**src/rtl/reg_dump_uart.sv**
```systemverilog
// rtl/reg_dump_uart.sv - walks a register-file index range and streams each 32-bit word MSB-byte-first over UART TX
// Optional even-parity bit per frame when REG_DUMP_PARITY_EN is defined (8E1 instead of 8N1).
module reg_dump_uart #(
    parameter int CLKS_PER_BIT = 434,
    parameter int REG_FIRST    = 0,
    parameter int REG_LAST     = 31
) (
    input  logic        clk,
    input  logic        rst_n,
    input  logic        start,
    output logic [4:0]  ra,
    input  logic [31:0] rd,
    output logic        tx,
    output logic        busy,
    output logic        done
);
    localparam int BW = (CLKS_PER_BIT > 1) ? $clog2(CLKS_PER_BIT) : 1;

    typedef enum logic [2:0] {
        S_IDLE,
        S_LOAD,
        S_START,
        S_DATA,
        S_PARITY,
        S_STOP,
        S_DONE
    } state_t;

    state_t        state;
    state_t        state_nxt;
    logic [BW-1:0] baud_cnt;
    logic [2:0]    bit_cnt;
    logic [1:0]    byte_cnt;
    logic [4:0]    idx;
    logic [31:0]   word;
    logic [7:0]    cur_byte;
    logic          baud_end;
    logic          tx_nxt;
    logic          last_byte;
    logic          last_reg;

    assign baud_end  = (baud_cnt == BW'(CLKS_PER_BIT - 1));
    assign last_byte = (byte_cnt == 2'd3);
    assign last_reg  = (idx == 5'(REG_LAST));
    assign ra        = idx;

    always_comb begin
        cur_byte = word[31:24];
        case (byte_cnt)
            2'd0: cur_byte = word[31:24];
            2'd1: cur_byte = word[23:16];
            2'd2: cur_byte = word[15:8];
            2'd3: cur_byte = word[7:0];
            default: cur_byte = word[31:24];
        endcase
    end

    always_comb begin
        state_nxt = state;
        tx_nxt    = 1'b1;
        case (state)
            S_IDLE:  if (start) state_nxt = S_LOAD;
            S_LOAD:  state_nxt = S_START;
            S_START: begin
                tx_nxt = 1'b0;
                if (baud_end) state_nxt = S_DATA;
            end
            S_DATA: begin
                tx_nxt = cur_byte[bit_cnt];
                if (baud_end && bit_cnt == 3'd7) begin
`ifdef REG_DUMP_PARITY_EN
                    state_nxt = S_PARITY;
`else
                    state_nxt = S_STOP;
`endif
                end
            end
            S_PARITY: begin
                tx_nxt = ^cur_byte;
                if (baud_end) state_nxt = S_STOP;
            end
            S_STOP: begin
                if (baud_end) begin
                    if (!last_byte)     state_nxt = S_START;
                    else if (!last_reg) state_nxt = S_LOAD;
                    else                state_nxt = S_DONE;
                end
            end
            S_DONE:  state_nxt = S_IDLE;
            default: state_nxt = S_IDLE;
        endcase
    end

    always_ff @(posedge clk or negedge rst_n) begin
        if (!rst_n) begin
            state <= S_IDLE;
        end else begin
            state <= state_nxt;
        end
    end

    // Counters advance only inside a frame so every bit is exactly CLKS_PER_BIT cycles.
    always_ff @(posedge clk or negedge rst_n) begin
        if (!rst_n) begin
            baud_cnt <= '0;
            bit_cnt  <= '0;
            byte_cnt <= '0;
            idx      <= 5'(REG_FIRST);
            word     <= '0;
        end else begin
            if (state == S_START || state == S_DATA || state == S_PARITY || state == S_STOP) begin
                baud_cnt <= baud_end ? '0 : baud_cnt + 1'b1;
            end else begin
                baud_cnt <= '0;
            end
            if (state == S_DATA && baud_end) begin
                bit_cnt <= bit_cnt + 3'd1;
            end
            if (state == S_IDLE && start) begin
                byte_cnt <= '0;
                idx      <= 5'(REG_FIRST);
            end else if (state == S_STOP && baud_end) begin
                if (!last_byte) begin
                    byte_cnt <= byte_cnt + 2'd1;
                end else begin
                    byte_cnt <= '0;
                    if (!last_reg) idx <= idx + 5'd1;
                end
            end
            if (state == S_LOAD) begin
                word <= rd;
            end
        end
    end

    // Outputs are registered one cycle behind the state so tx is glitch-free.
    always_ff @(posedge clk or negedge rst_n) begin
        if (!rst_n) begin
            tx   <= 1'b1;
            busy <= 1'b0;
            done <= 1'b0;
        end else begin
            tx   <= tx_nxt;
            busy <= (state != S_IDLE) && (state != S_DONE);
            done <= (state == S_DONE);
        end
    end
endmodule
```
**config.mk**
```make
export PLATFORM = sky130hd
export DESIGN_NAME = reg_dump_uart
export DESIGN_NICKNAME = d
export VERILOG_FILES = /design/src/rtl/reg_dump_uart.sv
export SDC_FILE = /design/constraint.sdc
export NUM_CORES = 1
export LEC_CHECK = 0
export CORE_MARGIN = 2
export CORE_UTILIZATION = 55
export CTS_BUF_LIST = sky130_fd_sc_hd__clkbuf_4
export DETAILED_ROUTE_END_ITERATION = 8
export GPL_TIMING_DRIVEN = 0
export PLACE_DENSITY = 0.86
export SLEW_MARGIN = 20
export SYNTH_ARGS = -nofsm -noshare
export SYNTH_HDL_FRONTEND = slang
export SYNTH_SLANG_ARGS = --single-unit
```
**constraint.sdc**
```tcl
create_clock -name clk -period 2.89 [get_ports clk]
set_input_delay 0.4335 -clock clk [delete_from_list [all_inputs] [get_ports clk]]
set_output_delay 0.4335 -clock clk [all_outputs]
set_load 0.02 [all_outputs]
```
==> flow_summary.json, run 1 <==
{
  "worst_setup_path_endpoint": "tx",
  "cts_num_sinks": 57,
  "syn_to_final_growth_pct": 21.6,
  "r2r_cells": 9,
  "post_synth_inst_count": 245,
  "cts_root_buf": "clkbuf_4",
  "dr_total_vias": 2083,
  "initial_utilization": 0.567,
  "cp_slowest_stage_delay_ns": 0.56,
  "globalRouteTotalUtil": 0.205,
  "yosys_register_bits": 57,
  "postSynthNetCount": 290,
  "crit-reg2reg-capture": "tx",
  "tns_ns": 0,
  "ctsResizeCount": 0,
  "dp_worst_setup_slack_ns": 0.475,
  "critical_path.cell_chain": "inv_1 -> ha_1 -> clkbuf_1 -> a222oi_1 -> xnor2_1 -> xnor2_1 -> o21ai_1 -> xnor2_1 -> o311a_1",
  "worstSetupStartpoint": "byte_cnt[0]",
  "power_report.internal_total_mw": 1.05,
  "fp.coreArea_um2": 5070,
  "design.final.nets": 343,
  "power.share.switching": 0.233,
  "tightest_slew_ns": 0.714,
  "cts_buffers": 9,
  "timing.final.max_slew_violations": 0,
  "dieHeight_um": 76.3,
  "element_type_at_the_critical_path_start": "flop",
  "netlist-cell-type-count": 41,
  "drive_above_1_share": 0.211,
  "type_of_the_setup_path_with_the_least_slack": "flop to flop",
  "route.detailed.vias_per_inst": 5.58,
  "seq_power_share": 0.588,
  "achievable-frequency_mhz": 405,
  "design.die.area_um2": 5820,
  "regToRegStartpoint": "byte_cnt[0]",
  "post_route_wl_um": 5450,
  "synth.cell_area_um2": 2880,
  "synth-seq-area-share": 0.497,
  "num_antenna_cells": 0,
  "power_per_cell_area_nw_per_um2": 391,
  "crit_path_top_cell_by_count": "xnor2_1",
  "layout.cells.most_common": "dfrtp_1",
  "clk_transition_reported_paths_ns": 0.10,
  "count_of_buffers_from_port_buffering": 42,
  "cts_buffer_depth": 2,
  "hold_path_class": "input pin to async pin",
  "number_of_global_route_vias_before_repair": 2063,
  "net_sw_power_mw": 0.319,
  "worst_ir_drop_vdd_mv": 0.301,
  "finish.utilization": 0.689,
  "drt.antenna.violating_nets": 0,
  "die_width_um": 76.3,
  "fp-row-count": 26,
  "total_leakage_power_nw": 1.59,
  "worst_clock_skew_ns": 0.0149,
  "post-route-period-util": 0.854,
  "global_route_wire_length_before_repair_um": 9390,
  "hold_violation_total_from_the_final_report": 0,
  "finalSetupViolCount": 0,
  "setup.worst_path.end_class": "flop",
  "detail_route.wl_per_cell_um": 14.6,
  "post-dp-hpwl_um": 3860,
  "worst-r2r-setup-slack_ns": 0.42,
  "grt_start_max_net_pins": 58,
  "synth-warning-count": 0,
  "timing.critical_path.fanout_max": 8,
  "portion_of_total_power_attributed_to_the_clock_network": 0.354,
  "post-route-worst-setup-slack_ns": 0.421,
  "tritoncts": "done",
  "timing.critical_path.arrival_ns": 2.79,
  "drt_pre_antenna_iters": 5,
  "timing.final.crit_period_ns": 2.47,
  "place_congestion": 0.901,
  "status": "finished clean",
  "avgSynthCellArea_um2": 11.7,
  "cts_setup_buffers": 0,
  "grt_antenna_before_repair": 0,
  "pwr-share-comb": 0.058,
  "htreeDepth": 3,
  "cap_violations": 0,
  "num_io_pins": 43,
  "drtIter0Drc": 189,
  "grt_setup_unrepaired": "no",
  "slowest_stage": "a222oi_1",
  "timing.max_slew.rel_slack": 0.524,
  "clkLatencyLatePin_ns": 0.40,
  "layout.cells.most_common_list": "dfrtp_1 (56), clkdlybuf4s50_1 (41), mux2_2 (39)",
  "timing.critical_path.required_ns": 3.21,
  "detail_route.drc_violations": 0,
  "ctsHoldBuffers": 0,
  "grt_overflow_total": 0
}
[cell families (layout without fill, tap and decap cells)]
logic type / count (synthesis) / in the layout / synth area share
AND/OR/NAND/NOR: 63 / 63 / 0.109
flip-flops: 57 / 57 / 0.497
multiplexers: 45 / 45 / 0.178
AO/OA/AOI/OAI: 31 / 31 / 0.0766
XOR/XNOR: 22 / 22 / 0.0696
buffers and inverters: 17 / 75 / 0.0265
adder cells (fa/ha/maj): 10 / 10 / 0.0435
[worst min-delay path by stage]
stage | start | to | cells after the start
floorplan | rst_n | baud_cnt[0] | 0
global placement | baud_cnt[0] | baud_cnt[0] | 1
CTS | rst_n | baud_cnt[6] | 1
finish | rst_n | baud_cnt[6] | 1
global route | rst_n | ra[3] | 1
detailed placement | baud_cnt[0] | baud_cnt[0] | 1
[cells in the mapped netlist (all sizes together)]
library cell   n  area share
a21o           1      0.0026
a21oi          4      0.0070
a222oi         8       0.028
and2           1      0.0022
and3           3      0.0065
buf            3      0.0083
clkbuf         8       0.010
dfrtp         56        0.49
dfstp          1      0.0091
ha            10       0.044
inv            6      0.0078
mux2          39        0.15
mux2i          5       0.017
mux4           1      0.0078
nand2         15       0.020
nand2b         2      0.0044
nand3          6       0.010
nand3b         1      0.0026
nand4          2      0.0044
nand4b         1      0.0030
nor2          22       0.029
nor2b          2      0.0044
nor3           3      0.0052
nor3b          1      0.0065
nor4b          1      0.0030
o21ai         12       0.022
o221ai         1      0.0030
o22ai          1      0.0022
o311a          1      0.0035
o311ai         1      0.0030
o31ai          2      0.0052
or2            1      0.0022
or3            1      0.0022
or4            1      0.0039
xnor2         14       0.045
xor2           8       0.024
[critical path: cells and delay by family (launching register included)]
family | cells | cell delay [ns]
buf+inv | 2 | 0.31
compound gates | 3 | 0.96
xor+xnor | 3 | 0.51
flops | 1 | 0.42
fa+ha+maj | 1 | 0.21
[flip-flops by register name (all words and copies together), names as in the netlist]
name	cells
word	32
baud_cnt	9
ra	5
bit_cnt	3
state	3
byte_cnt	2
busy	1
done	1
tx	1
[layer usage]
| layer | global-route usage | up-vias | wire [um] |
|---|---|---|---|
| met4 | 0.0945 | 0 | 86 |
| met3 | 0.0450 | 10 | 226 |
| li1 | - | 981 | - |
| met2 | 0.328 | 63 | 2640 |
| met1 | 0.268 | 1029 | 2490 |
| met5 | 0 | - | 0 |
[metrics by stage]
step	cell area [um2]	hold WS (ns)	power (mW)	cells
finish	3500	0.0617	1.37	373
global route	3500	0.125	1.42	373
CTS	3500	0.0909	1.38	373
detailed placement	3390	0.487	0.900	357
global placement	3380	0.471	0.899	357
floorplan	2880	0.138	0.830	245
[power groups by stage]
stage          Clock [mW]  Combinational [mW]  Sequential, mW
2_1_floorplan           0             0.00578           0.824
3_3_place_gp            0              0.0793           0.820
3_5_place_dp            0              0.0803           0.820
4_1_cts             0.495              0.0807           0.804
5_1_grt             0.531              0.0871           0.805
6_report            0.485              0.0789           0.804
[area by class of cell]
class                   instances  area, um2
multi-input cells             171       1380
repair buffers                 42        418
clock inverters                 4       20.0
plain buffers                  11       53.8
fillers                       376       1580
clock buffers                  12       90.1
well taps                      70       87.6
flip-flops and latches         57       1430
inverters                       6       22.5
Note: power is estimated with default switching activity, not from simulation.
==> inputs of run 2 (changes only) <==
--- a/config.mk
+++ b/config.mk
@@ -5,6 +5,7 @@
 export SDC_FILE = /design/constraint.sdc
 export NUM_CORES = 1
 export LEC_CHECK = 0
+export ABC_CLOCK_PERIOD_IN_PS = 2890
 export CORE_MARGIN = 2
 export CORE_UTILIZATION = 55
 export CTS_BUF_LIST = sky130_fd_sc_hd__clkbuf_4
==> results of run 2 <==
Same layout as run 1: the final DEF is identical, and so are final timing and power.
==> inputs of run 3 (changes only) <==
--- a/config.mk
+++ b/config.mk
@@ -6,12 +6,13 @@
 export NUM_CORES = 1
 export LEC_CHECK = 0
 export ABC_CLOCK_PERIOD_IN_PS = 2890
+export CORE_ASPECT_RATIO = 1.1
 export CORE_MARGIN = 2
-export CORE_UTILIZATION = 55
+export CORE_UTILIZATION = 50
 export CTS_BUF_LIST = sky130_fd_sc_hd__clkbuf_4
 export DETAILED_ROUTE_END_ITERATION = 8
 export GPL_TIMING_DRIVEN = 0
-export PLACE_DENSITY = 0.86
+export PLACE_DENSITY = 0.8
 export SLEW_MARGIN = 20
 export SYNTH_ARGS = -nofsm -noshare
 export SYNTH_HDL_FRONTEND = slang
==> flow_summary.json, run 3 (same netlist as run 1, synthesis figures left out) <==
{
  "cts_num_sinks": 57,
  "post-dp-hpwl_um": 3910,
  "multiInputGateArea_um2": 1380,
  "fp-row-count": 28,
  "timing.critical_path.arrival_ns": 2.78,
  "num_io_pins": 43,
  "final_area_um2": 3490,
  "timing.critical_path.required_ns": 3.22,
  "timing.final.max_slew_violations": 0,
  "global_route_wire_length_before_repair_um": 9400,
  "drt_pre_antenna_iters": 5,
  "timing.final.crit_period_ns": 2.44,
  "cts_setup_buffers": 0,
  "detail_route.drc_violations": 0,
  "worst_clock_skew_ns": 0.0116,
  "critical_path.cell_chain": "inv_1 -> ha_1 -> clkbuf_1 -> a222oi_1 -> mux2i_1 -> mux4_2 -> o21ai_0 -> nand2_1 -> o311a_1",
  "fp.coreArea_um2": 5470,
  "layout.cells.most_common": "dfrtp_1",
  "layout.cells.most_common_list": "dfrtp_1 (56), clkdlybuf4s50_1 (41), mux2_2 (39)",
  "post-route-period-util": 0.845,
  "post_route_wl_um": 5340,
  "count_of_buffers_from_port_buffering": 42,
  "route.layer.met1.wl_um": 2380,
  "detail_route.wl_per_cell_um": 14.2,
  "grt_overflow_total": 0,
  "power_per_cell_area_nw_per_um2": 383,
  "dp_worst_setup_slack_ns": 0.493,
  "design.die.area_um2": 6370,
  "place_congestion": 0.863,
  "route.detailed.vias_per_inst": 5.37,
  "slowest_stage": "a222oi_1",
  "worst_ir_drop_vdd_mv": 0.241,
  "ctsHoldBuffers": 0,
  "total_leakage_power_nw": 1.59,
  "cts_buffers": 9,
  "cap_violations": 0,
  "hold_path_class": "input pin to async pin",
  "fillers": 462,
  "grt_setup_unrepaired": "no",
  "drtIter0Drc": 126,
  "dieHeight_um": 83.5,
  "clkLatencyLatePin_ns": 0.40,
  "die_width_um": 76.3,
  "cts_buffer_depth": 2,
  "grt_start_max_net_pins": 58,
  "achievable-frequency_mhz": 409,
  "type_of_the_setup_path_with_the_least_slack": "flop to flop",
  "largest_register_ffs": 32,
  "timing.critical_path.fanout_max": 8,
  "crit_family": "compound AO/OA/AOI/OAI gates",
  "setup.worst_path.end_class": "flop",
  "cts_root_buf": "clkbuf_4",
  "timing.max_slew.rel_slack": 0.527,
  "clk_transition_reported_paths_ns": 0.10,
  "register_area_um2": 1430,
  "number_of_global_route_vias_before_repair": 2097,
  "tightest_slew_ns": 0.708,
  "largest-register": "word",
  "post-route-worst-setup-slack_ns": 0.447,
  "design.final.nets": 343,
  "finalSetupViolCount": 0,
  "r2r_cells": 9,
  "syn_to_final_growth_pct": 21.5,
  "postPlaceCellArea_um2": 3390,
  "element_type_at_the_critical_path_start": "flop",
  "critical_path_buf_inv_count": 2,
  "status": "finished clean",
  "cp_slowest_stage_delay_ns": 0.48,
  "globalRouteTotalUtil": 0.187,
  "drive_above_1_share": 0.212,
  "highest_layer": "met4",
  "tritoncts": "done",
  "num_antenna_cells": 0,
  "hold_violation_total_from_the_final_report": 0,
  "ctsResizeCount": 0,
  "wl_met3_um": 235,
  "drt.antenna.violating_nets": 0,
  "initial_utilization": 0.526,
  "htreeDepth": 3,
  "met2WireLength_um": 2640,
  "critical_path_cell_count": 9,
  "tns_ns": 0,
  "dr_total_vias": 2023,
  "grt_antenna_before_repair": 0
}
-- run 3: cell types whose count changed in the layout (fill, tap and decap cells not counted) --
cell,before,now
clkbuf_4,12,10
clkinv_1,2,1
clkinv_2,1,4
clkinvlp_4,1,0
-- run 3: where the power goes --
group / leakage, nW / internal (mW) / switching, mW
Sequential: 0.746 / 0.800 / 0.00374
Combinational: 0.778 / 0.0491 / 0.0293
Clock: 0.0632 / 0.173 / 0.282
Total: 1.59 / 1.02 / 0.315
-- run 3: cell type report --
class / count / share of cell area
inverters: 6 / 0.00645
flip-flops and latches: 57 / 0.409
clock inverters: 5 / 0.00681
multi-input cells: 171 / 0.394
well taps: 75 / 0.0269
clock buffers: 10 / 0.0215
repair buffers: 42 / 0.120
plain buffers: 11 / 0.0154
-- run 3: metrics by stage --
stage | utilization | cells | total power [mW] | hold slack (ns)
floorplan | - | 245 | 0.830 | 0.138
global placement | 0.620 | 362 | 0.900 | 0.475
detailed placement | 0.621 | 362 | 0.901 | 0.497
CTS | 0.639 | 377 | 1.36 | 0.0723
global route | 0.639 | 377 | 1.40 | 0.110
finish | 0.639 | 377 | 1.34 | 0.0746
-- run 3: path summary, 6_finish.rpt --
path	from	slack (ns)	end
min in group clk	baud_cnt[0]	0.50	baud_cnt[0]
min	rst_n	0.07	baud_cnt[8]
min reg2reg	baud_cnt[0]	0.50	baud_cnt[0]
max	byte_cnt[0]	0.45	tx
max in group asynchronous	rst_n	2.36	word[7]
max reg2reg	byte_cnt[0]	0.45	tx
-- run 3: metal layers --
metal / up-vias / global-route usage
li1: 980 / -
met1: 975 / 0.234
met2: 60 / 0.298
met3: 8 / 0.0530
met4: 0 / 0.0893
met5: - / 0
